File: config.mk
export PLATFORM = sky130hd
export DESIGN_NAME = core_sequencer_flat
export DESIGN_NICKNAME = d
export VERILOG_FILES = /design/src/rtl/core_sequencer_if.sv /design/src/rtl/core_sequencer.sv /design/src/flat_wrapper.sv
export SDC_FILE = /design/constraint.sdc
export NUM_CORES = 1
export LEC_CHECK = 0
export BUFFER_PORTS_ARGS = -buffer_cell sky130_fd_sc_hd__buf_4
export CAP_MARGIN = 30
export CORE_UTILIZATION = 52
export CTS_BUF_LIST = sky130_fd_sc_hd__clkbuf_8
export CTS_CLUSTER_SIZE = 16
export DETAILED_ROUTE_END_ITERATION = 16
export PLACE_DENSITY = 0.81
export SKIP_CTS_REPAIR_TIMING = 1
export SYNTH_ARGS = -nofsm -noshare
export SYNTH_HDL_FRONTEND = slang
export SYNTH_SLANG_ARGS = --single-unit
File: constraint.sdc
create_clock -name clk_i -period 2.2 [get_ports clk_i]
set_input_delay 0.22 -clock clk_i [delete_from_list [all_inputs] [get_ports clk_i]]
set_output_delay 0.22 -clock clk_i [all_outputs]
set_load 0.05 [all_outputs]
File: src/rtl/core_sequencer_if.sv
// Memory-side handshake bundle of the core sequencer: instruction fetch and data access.
// The core owns the requests and address; the memory owns the valid/data responses.
interface core_sequencer_if;
  logic        imem_req_o;
  logic [31:0] imem_addr_o;
  logic        imem_rvalid_i;
  logic [31:0] imem_rdata_i;
  logic        dmem_req_o;
  logic        dmem_we_o;
  logic        dmem_rvalid_i;

  modport master (
    output imem_req_o, imem_addr_o, dmem_req_o, dmem_we_o,
    input  imem_rvalid_i, imem_rdata_i, dmem_rvalid_i
  );

  modport slave (
    input  imem_req_o, imem_addr_o, dmem_req_o, dmem_we_o,
    output imem_rvalid_i, imem_rdata_i, dmem_rvalid_i
  );
endinterface

File: src/rtl/core_sequencer.sv
// Multi-cycle instruction sequencer: FETCH/DECODE/EXEC/MEM/WB control with
// one-hot type enables, PC update and a sticky trap for illegal/misaligned/timeout faults.
module core_sequencer #(
  parameter logic [31:0] RESET_PC    = 32'h0000_0000,
  parameter int unsigned MEM_TIMEOUT = 255
) (
  input  logic             clk_i,
  input  logic             rst_ni,
  core_sequencer_if.master bus,
  output logic [31:0]      instr_o,
  output logic             R_EN_o,
  output logic             I_EN_o,
  output logic             S_EN_o,
  output logic             SB_EN_o,
  output logic             U_EN_o,
  output logic             UJ_EN_o,
  output logic             DR_EN_o,
  output logic             DWR_EN_o,
  input  logic             branch_taken_i,
  input  logic [31:0]      branch_target_i,
  output logic             reg_we_o,
  output logic [31:0]      pc_o,
  output logic             trap_o,
  output logic [1:0]       trap_cause_o
);

  typedef enum logic [2:0] {FETCH, DECODE, EXEC, MEM, WB, TRAP} state_e;

  localparam logic [6:0] OP_R     = 7'b0110011;
  localparam logic [6:0] OP_IMM   = 7'b0010011;
  localparam logic [6:0] OP_LOAD  = 7'b0000011;
  localparam logic [6:0] OP_JALR  = 7'b1100111;
  localparam logic [6:0] OP_STORE = 7'b0100011;
  localparam logic [6:0] OP_BR    = 7'b1100011;
  localparam logic [6:0] OP_LUI   = 7'b0110111;
  localparam logic [6:0] OP_AUIPC = 7'b0010111;
  localparam logic [6:0] OP_JAL   = 7'b1101111;

  localparam logic [7:0] TO_LAST = 8'(MEM_TIMEOUT - 1);

  state_e      state_q;
  logic [31:0] pc_q, instr_q;
  logic [5:0]  en_q;        // {R, I, S, SB, U, UJ}
  logic        dr_q, dwr_q;
  logic        imem_req_q, dmem_req_q, dmem_we_q, reg_we_q;
  logic        go_q;        // fetch request already issued in this FETCH visit
  logic [7:0]  wait_q;
  logic        trap_q;
  logic [1:0]  cause_q;

  logic [5:0]  dec_en_d;
  logic        dec_dr_d, dec_dwr_d;
  logic [31:0] pc_inc_d;
  logic        redirect_d, misalign_d, wb_we_d;

  always_comb begin
    dec_en_d  = 6'b000000;
    dec_dr_d  = 1'b0;
    dec_dwr_d = 1'b0;
    case (bus.imem_rdata_i[6:0])
      OP_R:                  dec_en_d = 6'b100000;
      OP_IMM, OP_JALR:       dec_en_d = 6'b010000;
      OP_LOAD: begin
        dec_en_d = 6'b010000;
        dec_dr_d = 1'b1;
      end
      OP_STORE: begin
        dec_en_d  = 6'b001000;
        dec_dwr_d = 1'b1;
      end
      OP_BR:                 dec_en_d = 6'b000100;
      OP_LUI, OP_AUIPC:      dec_en_d = 6'b000010;
      OP_JAL:                dec_en_d = 6'b000001;
      default:               dec_en_d = 6'b000000;
    endcase
    pc_inc_d   = pc_q + 32'd4;
    redirect_d = (en_q[2] | en_q[0] | (instr_q[6:0] == OP_JALR)) & branch_taken_i;
    misalign_d = redirect_d & (branch_target_i[1:0] != 2'b00);
    wb_we_d    = en_q[5] | en_q[4] | en_q[1] | en_q[0];
  end

  always_ff @(posedge clk_i or negedge rst_ni) begin
    if (!rst_ni) begin
      state_q    <= FETCH;
      pc_q       <= RESET_PC;
      instr_q    <= 32'h0;
      en_q       <= 6'b000000;
      dr_q       <= 1'b0;
      dwr_q      <= 1'b0;
      imem_req_q <= 1'b0;
      dmem_req_q <= 1'b0;
      dmem_we_q  <= 1'b0;
      reg_we_q   <= 1'b0;
      go_q       <= 1'b0;
      wait_q     <= 8'd0;
      trap_q     <= 1'b0;
      cause_q    <= 2'b00;
    end else begin
      case (state_q)
        FETCH: begin
          if (!go_q) begin
            imem_req_q <= 1'b1;
            go_q       <= 1'b1;
          end else begin
            imem_req_q <= 1'b0;
            if (bus.imem_rvalid_i) begin
              instr_q <= bus.imem_rdata_i;
              en_q    <= dec_en_d;
              dr_q    <= dec_dr_d;
              dwr_q   <= dec_dwr_d;
              go_q    <= 1'b0;
              state_q <= DECODE;
            end else if (wait_q == TO_LAST) begin
              go_q    <= 1'b0;
              trap_q  <= 1'b1;
              cause_q <= 2'b11;
              state_q <= TRAP;
            end else begin
              wait_q <= wait_q + 8'd1;
            end
          end
        end
        DECODE: begin
          // An unrecognised opcode decoded to all-zero enables
          if (en_q == 6'b000000) begin
            trap_q  <= 1'b1;
            cause_q <= 2'b01;
            state_q <= TRAP;
          end else begin
            state_q <= EXEC;
          end
        end
        EXEC: begin
          if (dr_q | dwr_q) begin
            dmem_req_q <= 1'b1;
            dmem_we_q  <= dwr_q;
            wait_q     <= 8'd0;
            state_q    <= MEM;
          end else begin
            reg_we_q <= wb_we_d;
            state_q  <= WB;
          end
        end
        MEM: begin
          if (bus.dmem_rvalid_i) begin
            dmem_req_q <= 1'b0;
            dmem_we_q  <= 1'b0;
            reg_we_q   <= wb_we_d;
            state_q    <= WB;
          end else if (wait_q == TO_LAST) begin
            dmem_req_q <= 1'b0;
            dmem_we_q  <= 1'b0;
            en_q       <= 6'b000000;
            dr_q       <= 1'b0;
            dwr_q      <= 1'b0;
            trap_q     <= 1'b1;
            cause_q    <= 2'b11;
            state_q    <= TRAP;
          end else begin
            wait_q <= wait_q + 8'd1;
          end
        end
        WB: begin
          reg_we_q <= 1'b0;
          en_q     <= 6'b000000;
          dr_q     <= 1'b0;
          dwr_q    <= 1'b0;
          if (misalign_d) begin
            trap_q  <= 1'b1;
            cause_q <= 2'b10;
            state_q <= TRAP;
          end else begin
            pc_q       <= redirect_d ? branch_target_i : pc_inc_d;
            imem_req_q <= 1'b1;
            go_q       <= 1'b1;
            wait_q     <= 8'd0;
            state_q    <= FETCH;
          end
        end
        TRAP:    state_q <= TRAP;
        default: state_q <= TRAP;
      endcase
    end
  end

  assign bus.imem_req_o  = imem_req_q;
  assign bus.imem_addr_o = pc_q;
  assign bus.dmem_req_o  = dmem_req_q;
  assign bus.dmem_we_o   = dmem_we_q;
  assign instr_o         = instr_q;
  assign {R_EN_o, I_EN_o, S_EN_o, SB_EN_o, U_EN_o, UJ_EN_o} = en_q;
  assign DR_EN_o         = dr_q;
  assign DWR_EN_o        = dwr_q;
  assign reg_we_o        = reg_we_q;
  assign pc_o            = pc_q;
  assign trap_o          = trap_q;
  assign trap_cause_o    = cause_q;

endmodule

File: src/flat_wrapper.sv
// flat-port wrapper written by rule: the top's interface ports become plain ports
module core_sequencer_flat 
#(
  parameter logic [31:0] RESET_PC    = 32'h0000_0000,
  parameter int unsigned MEM_TIMEOUT = 255
)
  (clk_i, rst_ni, instr_o, R_EN_o, I_EN_o, S_EN_o, SB_EN_o, U_EN_o, UJ_EN_o, DR_EN_o, DWR_EN_o, branch_taken_i, branch_target_i, reg_we_o, pc_o, trap_o, trap_cause_o, bus_imem_req_o, bus_imem_addr_o, bus_dmem_req_o, bus_dmem_we_o, bus_imem_rvalid_i, bus_imem_rdata_i, bus_dmem_rvalid_i);
  core_sequencer_if bus_i ();
  input  logic clk_i;
  input  logic rst_ni;
  output logic [31:0] instr_o;
  output logic R_EN_o;
  output logic I_EN_o;
  output logic S_EN_o;
  output logic SB_EN_o;
  output logic U_EN_o;
  output logic UJ_EN_o;
  output logic DR_EN_o;
  output logic DWR_EN_o;
  input  logic branch_taken_i;
  input  logic [31:0] branch_target_i;
  output logic reg_we_o;
  output logic [31:0] pc_o;
  output logic trap_o;
  output logic [1:0] trap_cause_o;
  output wire logic [$bits(bus_i.imem_req_o)-1:0] bus_imem_req_o;
  output wire logic [$bits(bus_i.imem_addr_o)-1:0] bus_imem_addr_o;
  output wire logic [$bits(bus_i.dmem_req_o)-1:0] bus_dmem_req_o;
  output wire logic [$bits(bus_i.dmem_we_o)-1:0] bus_dmem_we_o;
  input wire logic [$bits(bus_i.imem_rvalid_i)-1:0] bus_imem_rvalid_i;
  input wire logic [$bits(bus_i.imem_rdata_i)-1:0] bus_imem_rdata_i;
  input wire logic [$bits(bus_i.dmem_rvalid_i)-1:0] bus_dmem_rvalid_i;
  assign bus_imem_req_o = bus_i.imem_req_o;
  assign bus_imem_addr_o = bus_i.imem_addr_o;
  assign bus_dmem_req_o = bus_i.dmem_req_o;
  assign bus_dmem_we_o = bus_i.dmem_we_o;
  assign bus_i.imem_rvalid_i = bus_imem_rvalid_i;
  assign bus_i.imem_rdata_i = bus_imem_rdata_i;
  assign bus_i.dmem_rvalid_i = bus_dmem_rvalid_i;
  core_sequencer #(.RESET_PC(RESET_PC), .MEM_TIMEOUT(MEM_TIMEOUT)) u_core (.clk_i(clk_i), .rst_ni(rst_ni), .bus(bus_i), .instr_o(instr_o), .R_EN_o(R_EN_o), .I_EN_o(I_EN_o), .S_EN_o(S_EN_o), .SB_EN_o(SB_EN_o), .U_EN_o(U_EN_o), .UJ_EN_o(UJ_EN_o), .DR_EN_o(DR_EN_o), .DWR_EN_o(DWR_EN_o), .branch_taken_i(branch_taken_i), .branch_target_i(branch_target_i), .reg_we_o(reg_we_o), .pc_o(pc_o), .trap_o(trap_o), .trap_cause_o(trap_cause_o));
endmodule
# --- Word level (Yosys, flattened, before mapping) ---
# Index checks and enable logic that the tools add are counted.
classes:
  bitwise_logic: 9
  reduce_logical: 19
  eq_ne: 27
  add_sub_neg: 2
  n_mux: 61
op_table:
  columns: ["op", "n"]
  rows:
  - ["$mux 8", 6]
  - ["$pmux 6 s6", 1]
  - ["$add 32x3->32 const B", 1]
  - ["$mux 32", 1]
  - ["$pmux 8 s4", 1]
  - ["$eq 7x7->1 const B", 4]
  - ["$mux 1", 24]
  - ["$mux 6", 4]
  - ["$eq 7x6->1 const B", 3]
  - ["$mux 3", 7]
  - ["$pmux 6 s3", 1]
  - ["$pmux 3 s5", 1]
  - ["$eq 7x5->1 const B", 2]
  - ["$mux 2", 6]
  - ["$ne 2x2->1 const B", 6]
  - ["$reduce_and 6->1", 2]
  - ["$ne 2x1->1 const B", 5]
  - ["$pmux 1 s3", 3]
  - ["$reduce_and 3->1", 3]
  - ["$add 8x1->8 const B", 1]
  - ["$eq 8x8->1 const B", 1]
  - ["$pmux 1 s2", 4]
  - ["$pmux 2 s4", 1]
  - ["$reduce_bool 4->1", 2]
  - ["other kinds (17)", 28]
word_totals:
  word_cells: 132
  ff_bits: 91

# --- Depth between registers and ports, before layout ---
# Gate-level depths: netlist of the first run.
depth:
  ltp_word: 6
  depth_mapped: 9
  mapped_depth_nobuf: 7

# --- Worst setup path after synthesis of the first run ---
# Ideal clock, no wire load.
synth_timing:
  path_kind: "flip-flop to flip-flop"
  start: "register u_core.pc_q[2], in the netlist u_core.bus.imem_addr_o[2]"
  end: "register u_core.pc_q[26], in the netlist u_core.bus.imem_addr_o[26]"
  t_arrival_ns: 2.231
  setup_time_ns: 0.124
  path_slack_ns: -0.155
  n_path_buf: 0
  stages_incl_launch_ff: 7
  synth_period_minus_slack_ns: 2.355
  required_time_ns: 2.076
  path_cell_list: "dfrtp_1 -> ha_1 -> nand4_2 -> nor4_4 -> nand4_1 -> a21o_1 -> a211o_1"
synth_between:
  elab_chain_cells: 2
synth_rtl:
  columns: ["element", "line", "text"]
  rows:
  - ["start, declared", "core_sequencer.sv:42", "logic [31:0] pc_q, instr_q;"]
  - ["start signal, assigned", "core_sequencer.sv:173", "pc_q <= redirect_d ? branch_target_i : pc_inc_d;"]
  - ["$add 32x3->32", "core_sequencer.sv:76", "pc_inc_d = pc_q + 32'd4;"]
  - ["$mux 32", "core_sequencer.sv:173", null]
# Every way passes these cells.
# A chain may end at the register's enable or synchronous reset.

# --- Worst setup path in the final report of the first run ---
layout_timing:
  start: "register u_core.en_q[0]"
  end: "register u_core.cause_q[1], in the netlist u_core.trap_cause_o[1]"
layout_between:
  elab_chain_cells: 6
layout_rtl:
  columns: ["element", "line", "text"]
  rows:
  - ["start, declared", "core_sequencer.sv:43", "logic [5:0] en_q;"]
  - ["start signal, assigned", "core_sequencer.sv:108", "en_q <= dec_en_d;"]
  - ["$or 1x1->1 (2 in series)", "core_sequencer.sv:77", "redirect_d = (en_q[2] | en_q[0] | (instr_q[6:0] == OP_JALR)) & branch_taken_i;"]
  - ["$and 1x1->1", "core_sequencer.sv:77", null]
  - ["$and 1x1->1", "core_sequencer.sv:78", "misalign_d = redirect_d & (branch_target_i[1:0] != 2'b00);"]
  - ["$ne 2x1->1 (no line)", null, null]
  - ["$reduce_and 6->1 (no line) (*)", null, null]
  - ["end signal, assigned", "core_sequencer.sv:97", "cause_q <= 2'b00;"]
  - ["end signal, assigned", "core_sequencer.sv:116", "cause_q <= 2'b11;"]
  - ["end signal, assigned", "core_sequencer.sv:127", "cause_q <= 2'b01;"]
  - ["end, declared", "core_sequencer.sv:49", "logic [1:0] cause_q;"]
# Mark *: on every way between the ends. The rest lies on a longest branch, timed or not.

==> metrics.cfg, run 1 <==
[clock_tree]
htreeDepth = 3
clkSinkCount = 91
clock_latency_at_the_later_pin_of_the_worst_skew_pair_ps = 370
cts-root-buf = clkbuf_8
cts.reportedPaths.clkPinSlew_ps = 110
cts_buffers = 9
ctsLongestPathBuffers = 2
cts_tree = yes

[drt]
drcViolationCount = 0
post_drt_wl_per_cell_um = 17.8
routed_wirelength_um = 14400
antenna_violating_nets_post_route = 0
drt-pass1-iter-count = 5
total_via_count_after_detailed_routing = 4849
post_drt_via_cell_ratio = 6.02
dr.first_iter.drc_count = 398

[floorplanning]
design.portCount = 180
vertical_die_dimension_um = 101
core_um2 = 9330
std_cell_rows = 35
design.die.area_um2 = 10100
initial_cell_density_of_the_core_pct = 54.2
dieWidth_um = 101

[synthesis]
ys.warnings.count = 0
asyncSetResetFlopFracSynth_pct = 100
synth_enable_flop_cells = 0
total_of_flip_flops_plus_latches_after_synthesis = 91
synth.yosys.seq_area_share_pct = 45.0
yosys.cell_types.count = 70
synth-main-ff-cell = dfrtp_1
avgSynthCellArea_um2 = 9.84
syn_area_um2 = 5060
synthesis.nets = 586
post_synth_inst_count = 514

[finish]
fraction_of_final_layout_cells_with_drive_strength_greater_than_1_pct = 42.0
nets = 743
final_common_cell = buf_4
final_design_area_no_fill_um2 = 6630
areaGrowthSynthToFinish_pct = 31.1
multi_input_area_um2 = 2380
area.sequential_um2 = 2280
antenna-diode-count = 0
layout_common_cells = buf_4 (202), dfrtp_1 (87), nand2_1 (36)
filler_cell_count_in_the_final_layout = 713

[sta]
slew_viol_final = 0
clock.fmax_mhz = 482
postLayoutSetupSlackWorst_ps = 125
fin_worst_hold_slack_ps = 50.2
max-slew-margin-rel_pct = 63.3
totalNegativeSetupSlack_ps = 0
layout_worst_path_cycle_share_pct = 94.3
timing_worst_slew_pin_value_ps = 543
setup_repair_after_global_routing_missed_its_margin = false
min_period_ps = 2070
report.final.hold_viol_count = 0
final-setup-viol-count = 0
final.setup_skew_ps = 14.5

[setup_path]
worst_ep_arrival_time_ps = 2330
critical_path_peak_fanout = 4
ws_path_type = reg -> reg
critPathCaptureType = flop
worst_ep_required_ps = 2450
timing.critical_path.from_type = flop

[power]
pwr_density_cell_nw_per_um2 = 910
power_leakage_nw = 3.00
peakVddDrop_uv = 681
totalPowerFinal_mw = 6.03

[global_routing]
number_of_global_route_vias_before_repair = 4760
sum_of_overflow_across_all_layers_after_global_routing = 0
grt_first_pass_wirelength_um = 22600
antenna_violations_before_repair = 0
track_usage_pct = 28.6
grt_start_max_net_pins = 60

[placement]
post_dp_cell_area_um2 = 6420
gp_congestion = 0.886
place_hpwl_um = 10800
preCtsSetupSlack_ps = 65.8
place.port_buffers = 179

[job]
cap_violations = 0

[run_status]
run_status = completed

[hold_path]
min_path_type = in -> reg

-- metal layers --
layer,up-vias,track usage [%],share of wire [%]
met5,-,0,0
met4,0,13.7,2.6
met3,29,6.38,9.7
met2,294,48.5,50
met1,2316,34.7,38
li1,2210,-,-
-- sequential cells by signal, summed over array words and instances, names as in the netlist, 2 cells and up --
| name | count |
|---|---|
| u_core.instr_o | 32 |
| u_core.bus.imem_addr_o | 32 |
| u_core.trap_cause_o | 2 |
| u_core.state_q | 3 |
| u_core.wait_q | 8 |
| u_core.en_q | 6 |
-- through the flow --
step / utilization (%) / std cells
2_1_floorplan: - / 514
6_report: 71.1 / 805
4_1_cts: 70.9 / 804
3_3_place_gp: 68.8 / 788
5_1_grt: 71.1 / 805
3_5_place_dp: 68.8 / 788
-- cell usage after synthesis (all sizes together) (6+ instances only) --
cell type,n,area share [%]
o22ai,10,1.2
buf,46,6.4
nand3,30,3.0
nand2,36,2.7
nor2,36,2.8
o31ai,9,1.3
nand4,12,1.9
a21oi,31,3.4
o21ai,37,3.7
nor2b,7,0.87
inv,6,0.45
nor4,7,1.4
nor3,11,1.4
and3,11,1.4
dfrtp,91,45
clkbuf,14,1.0
nand2b,6,0.89
mux2,32,7.1
a2bb2oi,7,1.2
-- path summary, 6_finish.rpt --
path                                  startpoint                         end  slack, ps  depth (start not counted)
max in group asynchronous                 rst_ni          u_core.instr_o[13]       1200                          3
max reg2reg                       u_core.en_q[0]      u_core.trap_cause_o[1]        130                          5
max                               u_core.en_q[0]      u_core.trap_cause_o[1]        130                          5
min                          branch_target_i[23]  u_core.bus.imem_addr_o[23]         50                          3
min reg2reg                u_core.bus.imem_req_o       u_core.bus.imem_req_o        500                          1
min in group asynchronous                 rst_ni  u_core.bus.imem_addr_o[23]        330                          2
-- cell families after synthesis --
group	synth area share [%]
adder cells (fa/ha/maj)	0.742
buffers and inverters	7.92
multiplexers	7.13
flip-flops	45.0
AO/OA/AOI/OAI	19.0
AND/OR/NAND/NOR	20.2
-- critical path, stage by stage (launching register included) --
cell and delay [ps]:
dfrtp_1 440, or4_4 550, nor4_2 210, a221oi_1 180
nor3_2 240, mux2_2 360
-- power breakdown --
| part | leakage [nW] | switching [mW] | internal (mW) | total, mW |
|---|---|---|---|---|
| Sequential | 1.13 | 0.342 | 1.96 | 2.31 |
| Combinational | 1.78 | 1.76 | 0.840 | 2.60 |
| Clock | 0.0962 | 0.683 | 0.445 | 1.13 |
-- layout make-up --
type	instances	area share [%]
flip-flops and latches	91	34.4
multi-input cells	357	36.0
well taps	129	2.43
clock inverters	7	1.02
repair buffers	206	23.9
clock buffers	9	1.87
inverters	6	0.340
Note: power is estimated with default switching activity, not from simulation.
==> run 2, diff against run 1 <==
ABC_CLOCK_PERIOD_IN_PS = 2200   (was default)
BUFFER_PORTS_ARGS = -buffer_cell sky130_fd_sc_hd__clkbuf_2   (was -buffer_cell sky130_fd_sc_hd__buf_4)
REMOVE_ABC_BUFFERS = 1   (was default)
==> metrics.cfg, run 2 (synthesis results as in run 1) <==
[floorplanning]
initial_cell_density_of_the_core_pct = 54.2  ; unchanged
design.portCount = 180  ; unchanged
std_cell_rows = 35  ; unchanged
vertical_die_dimension_um = 101  ; unchanged
dieWidth_um = 101  ; unchanged
design.die.area_um2 = 10100  ; unchanged
core_um2 = 9330  ; unchanged

[clock_tree]
ctsLongestPathBuffers = 2  ; unchanged
cts_buffers = 9  ; unchanged
clock_latency_at_the_later_pin_of_the_worst_skew_pair_ps = 360  ; about the same
cts.reportedPaths.clkPinSlew_ps = 100  ; about the same
cts-root-buf = clkbuf_8
clkSinkCount = 91  ; unchanged
htreeDepth = 3  ; unchanged
cts_tree = yes

[global_routing]
sum_of_overflow_across_all_layers_after_global_routing = 0  ; unchanged
grt_start_max_net_pins = 55  ; -8.3%
antenna_violations_before_repair = 0  ; unchanged
track_usage_pct = 27.9  ; -0.69 points
grt_first_pass_wirelength_um = 21900  ; -3.1%
number_of_global_route_vias_before_repair = 4697  ; -1.3%

[power]
netSwitchingFraction_pct = 45.6  ; -0.54 points
power_leakage_nw = 2.89  ; -3.7%
power_switching_mw = 2.69  ; -3.2%
pwr_density_cell_nw_per_um2 = 956  ; +5.1%
p_clk_share_pct = 21.5  ; +2.8 points
share_comb_of_total_power_pct = 40.0  ; -3.0 points
peakVddDrop_uv = 631  ; -7.3%
p_int_mw = 3.22  ; -1.0%
power.share.sequential_pct = 38.5  ; +0.2 points

[sta]
slew_viol_final = 0  ; unchanged
timing_worst_slew_pin_value_ps = 714  ; +171 ps
final-setup-viol-count = 0  ; unchanged
final.setup_skew_ps = 11.1  ; -3.36 ps
layout_worst_path_cycle_share_pct = 94.0  ; -0.30 points
max-slew-margin-rel_pct = 52.4  ; -11 points
min_period_ps = 2070  ; -6.71 ps
clock.fmax_mhz = 484  ; +0.32%
totalNegativeSetupSlack_ps = 0  ; unchanged
setup_repair_after_global_routing_missed_its_margin = false
report.final.hold_viol_count = 0  ; unchanged

[drt]
dr.first_iter.drc_count = 385  ; -3.3%
antenna_violating_nets_post_route = 0  ; unchanged
post_drt_wl_per_cell_um = 17.1  ; -4.0%
post_drt_via_cell_ratio = 6.00  ; -0.33%
drt-pass1-iter-count = 5  ; unchanged
total_via_count_after_detailed_routing = 4845  ; -0.082%
routed_wirelength_um = 13800  ; -3.7%
drcViolationCount = 0  ; unchanged

[placement]
post_dp_cell_area_um2 = 5950  ; -7.3%
gp_congestion = 0.912  ; +2.9%
place_hpwl_um = 10300  ; -4.7%
place.port_buffers = 179  ; unchanged

[setup_path]
critPathCaptureType = flop
worst_ep_arrival_time_ps = 2300  ; -30 ps
ws_path_type = reg -> reg
critical_path_peak_fanout = 10  ; +6
worst_ep_required_ps = 2430  ; -20 ps
timing.critical_path.from_type = flop

[hold_path]
min_path_type = in -> reg

[finish]
final_design_area_no_fill_um2 = 6180  ; -6.7%
layout_common_cells = clkbuf_2 (178), dfrtp_1 (91), nand2_1 (36)
areaGrowthSynthToFinish_pct = 22.3
fraction_of_final_layout_cells_with_drive_strength_greater_than_1_pct = 41.2  ; -0.86 points
post-route-util_pct = 66.3  ; -4.8 points
nets = 745  ; +0.27%
antenna-diode-count = 0  ; unchanged
final_common_cell = clkbuf_2

[run_status]
run_status = completed

[job]
cap_violations = 0  ; unchanged

==> run 2: layout make-up <==
type | instances | area [um2]
Clock buffer | 9 | 124
Fill cell | 749 | 3140
Multi-Input combinational cell | 357 | 2380
Clock inverter | 7 | 98.8
Timing Repair Buffer | 208 | 1120
Sequential cell | 91 | 2280
Tap cell | 129 | 161
Inverter | 6 | 22.5
==> run 2: per-layer routing <==
layer	track usage (%)	share of wire, %
met1	33.6	39
met2	47.4	49
met3	6.10	9.8
met4	14.0	2.4
met5	0	0
==> run 2: through the flow <==
stage	instances	setup WS, ps	hold WS [ps]	total power [mW]
floorplan	454	-538	-75.6	3.99
global placement	790	210	308	4.61
detailed placement	790	146	314	4.66
CTS	806	107	-71.7	5.92
global route	807	6.35	78.6	6.16
finish	807	132	76.0	5.91
==> run 2: power groups by stage <==
stage,Sequential [mW],Clock (mW),Combinational [mW]
2_1_floorplan,3.46,0,0.536
3_3_place_gp,2.28,0,2.33
3_5_place_dp,2.30,0,2.36
4_1_cts,2.27,1.29,2.37
5_1_grt,2.32,1.35,2.49
6_report,2.28,1.27,2.37
==> run 2: final timing paths <==
check | start | end | slack (ps) | cells past startpoint
worst max-delay path | u_core.state_q[1] | u_core.wait_q[3] | 130 | 6
worst min-delay path | branch_target_i[23] | u_core.bus.imem_addr_o[23] | 80 | 3
worst max register to register | u_core.state_q[1] | u_core.wait_q[3] | 130 | 6
worst min register to register | u_core.wait_q[7] | u_core.wait_q[7] | 500 | 1
max in group asynchronous | rst_ni | u_core.instr_o[21] | 1030 | 3
min in group asynchronous | rst_ni | u_core.bus.imem_addr_o[29] | 460 | 2
==> run 2: critical path, stage by stage (launching register included) <==
cell and delay [ps]:
dfrtp_1 520, nand2b_1 250, a21oi_4 300, o221ai_1 260, buf_4 210, o31ai_1 280
o31ai_1 120
==> run 3, diff against run 2 <==
RECOVER_POWER = 100   (was default)
==> metrics.cfg, run 3 (synthesis results as in run 1) <==
[sta]
min_period_ps = 2080  ; +12.0 ps
postLayoutSetupSlackWorst_ps = 120  ; -12.0 ps
setup_repair_after_global_routing_missed_its_margin = false
totalNegativeSetupSlack_ps = 0  ; unchanged
final.setup_skew_ps = 12.0  ; +0.875 ps
max-slew-margin-rel_pct = 7.89  ; -44 points
final-setup-viol-count = 0  ; unchanged
report.final.hold_viol_count = 0  ; unchanged
clock.fmax_mhz = 481  ; -0.58%
layout_worst_path_cycle_share_pct = 94.5  ; +0.54 points
slew_viol_final = 0  ; unchanged
timing_worst_slew_pin_value_ps = 1380  ; +667 ps

[run_status]
run_status = completed

[clock_tree]
htreeDepth = 3  ; unchanged
cts_buffers = 9  ; unchanged
clkSinkCount = 91  ; unchanged
ctsLongestPathBuffers = 2  ; unchanged
clock_latency_at_the_later_pin_of_the_worst_skew_pair_ps = 360  ; about the same
cts-root-buf = clkbuf_8
cts.reportedPaths.clkPinSlew_ps = 100  ; about the same
cts_tree = yes

[global_routing]
number_of_global_route_vias_before_repair = 4697  ; unchanged
sum_of_overflow_across_all_layers_after_global_routing = 0  ; unchanged
grt_first_pass_wirelength_um = 21900  ; unchanged
track_usage_pct = 27.9  ; unchanged
grt_start_max_net_pins = 55  ; unchanged
antenna_violations_before_repair = 0  ; unchanged

[power]
totalPowerFinal_mw = 5.81  ; -1.6%
power_switching_mw = 2.68  ; -0.31%
power.share.sequential_pct = 39.1  ; +0.6 points
netSwitchingFraction_pct = 46.2  ; +0.62 points
power_leakage_nw = 2.52  ; -13%
share_comb_of_total_power_pct = 39.1  ; -0.9 points
peakVddDrop_uv = 628  ; -0.40%
p_clk_share_pct = 21.8  ; +0.3 points
p_int_mw = 3.13  ; -2.8%
pwr_density_cell_nw_per_um2 = 969  ; +1.4%

[drt]
total_via_count_after_detailed_routing = 4786  ; -1.2%
dr.first_iter.drc_count = 373  ; -3.1%
routed_wirelength_um = 13900  ; +0.18%
post_drt_wl_per_cell_um = 17.2  ; +0.18%
drt-pass1-iter-count = 6  ; +1
antenna_violating_nets_post_route = 0  ; unchanged
post_drt_via_cell_ratio = 5.93  ; -1.2%
drcViolationCount = 0  ; unchanged

[finish]
layout_common_cells = clkbuf_1 (113), dfrtp_1 (91), clkbuf_2 (74)
filler_cell_count_in_the_final_layout = 825  ; +10%
nets = 745  ; unchanged
antenna-diode-count = 0  ; unchanged
areaGrowthSynthToFinish_pct = 18.7
final_common_cell = clkbuf_1
fraction_of_final_layout_cells_with_drive_strength_greater_than_1_pct = 24.2  ; -17 points
final_design_area_no_fill_um2 = 6000  ; -3.0%

[setup_path]
critical-path-max-stage-delay_ps = 510  ; about the same
crit_slowest_cell = dfrtp_1
ws_path_type = reg -> reg
crit_start = u_core.state_q[1]
worst_ep_arrival_time_ps = 2330  ; +30 ps
critical_path_peak_fanout = 10  ; unchanged
worst_ep_required_ps = 2450  ; +20 ps
timing.critical_path.from_type = flop
critPathCaptureType = flop
cp_cell_sequence = nand2b_1, a21oi_4, o221ai_1, or2_1, o41ai_1
worstReg2RegStart = u_core.state_q[1]

[job]
cap_violations = 0  ; unchanged

[hold_path]
min_path_type = in -> reg
timing.hold.worst.start = branch_target_i[23]

[floorplanning]
dieWidth_um = 101  ; unchanged
std_cell_rows = 35  ; unchanged
core_um2 = 9330  ; unchanged
design.portCount = 180  ; unchanged
initial_cell_density_of_the_core_pct = 54.2  ; unchanged
vertical_die_dimension_um = 101  ; unchanged
design.die.area_um2 = 10100  ; unchanged

[placement]
post_dp_cell_area_um2 = 5950  ; unchanged
place_hpwl_um = 10300  ; unchanged
preCtsSetupSlack_ps = 146  ; unchanged
place.port_buffers = 179  ; unchanged
gp_congestion = 0.912  ; unchanged

==> run 3: cell types whose count changed in the layout (fill, tap and decap cells not counted), moves of 2 or more <==
cell,delta
buf_4,-11
clkbuf_1,+113
clkbuf_2,-104
clkbuf_4,+2
==> run 3: path summary, 6_finish.rpt <==
path / end / slack [ps] / cells past startpoint
max in group asynchronous: u_core.instr_o[21] / 350 / 3
max reg2reg: u_core.wait_q[6] / 120 / 5
min in group asynchronous: u_core.bus.imem_addr_o[29] / 720 / 2
min reg2reg: u_core.wait_q[7] / 500 / 1
min: u_core.bus.imem_addr_o[23] / 70 / 3
max: u_core.wait_q[6] / 120 / 5
==> run 3: power groups by stage <==
stage / combinational [mW] / sequential (mW) / clock, mW
finish: 2.27 / 2.27 / 1.27
global route: 2.40 / 2.32 / 1.35
CTS: 2.37 / 2.27 / 1.29
detailed placement: 2.36 / 2.30 / 0
global placement: 2.33 / 2.28 / 0
floorplan: 0.536 / 3.46 / 0
==> run 3: routing by layer <==
layer | global-route usage (%) | up-vias | share of wire, %
li1 | - | 2214 | -
met1 | 33.6 | 2251 | 40
met2 | 47.4 | 287 | 48
met3 | 6.10 | 34 | 9.2
met4 | 14.0 | 0 | 2.7
met5 | 0 | - | 0
==> run 3: critical path, delay by kind of cell, from the launching register on <==
family / cells / cell delay (ps)
DFF: 1 / 510
AOI/OAI and AO/OA: 3 / 890
and+or+nand+nor: 2 / 580
==> run 3: cell type report <==
type                       count  area, um2  area share [%]
clock inverter                 7       98.8            1.65
tap                          129        161            2.69
inverter                       6       22.5           0.375
timing repair buffer         208        955            15.9
multi-input combinational    357       2360            39.4
sequential                    91       2280            37.9
clock buffer                   9        124            2.06
==> run 3: stage by stage <==
stage / utilization, % / std cells / hold WS, ps
after floorplan: - / 454 / -75.6
after global placement: 63.8 / 790 / 308
after detailed placement: 63.8 / 790 / 314
after CTS: 66.2 / 806 / -71.7
after global routing: 64.3 / 807 / 78.6
final: 64.3 / 807 / 72.9
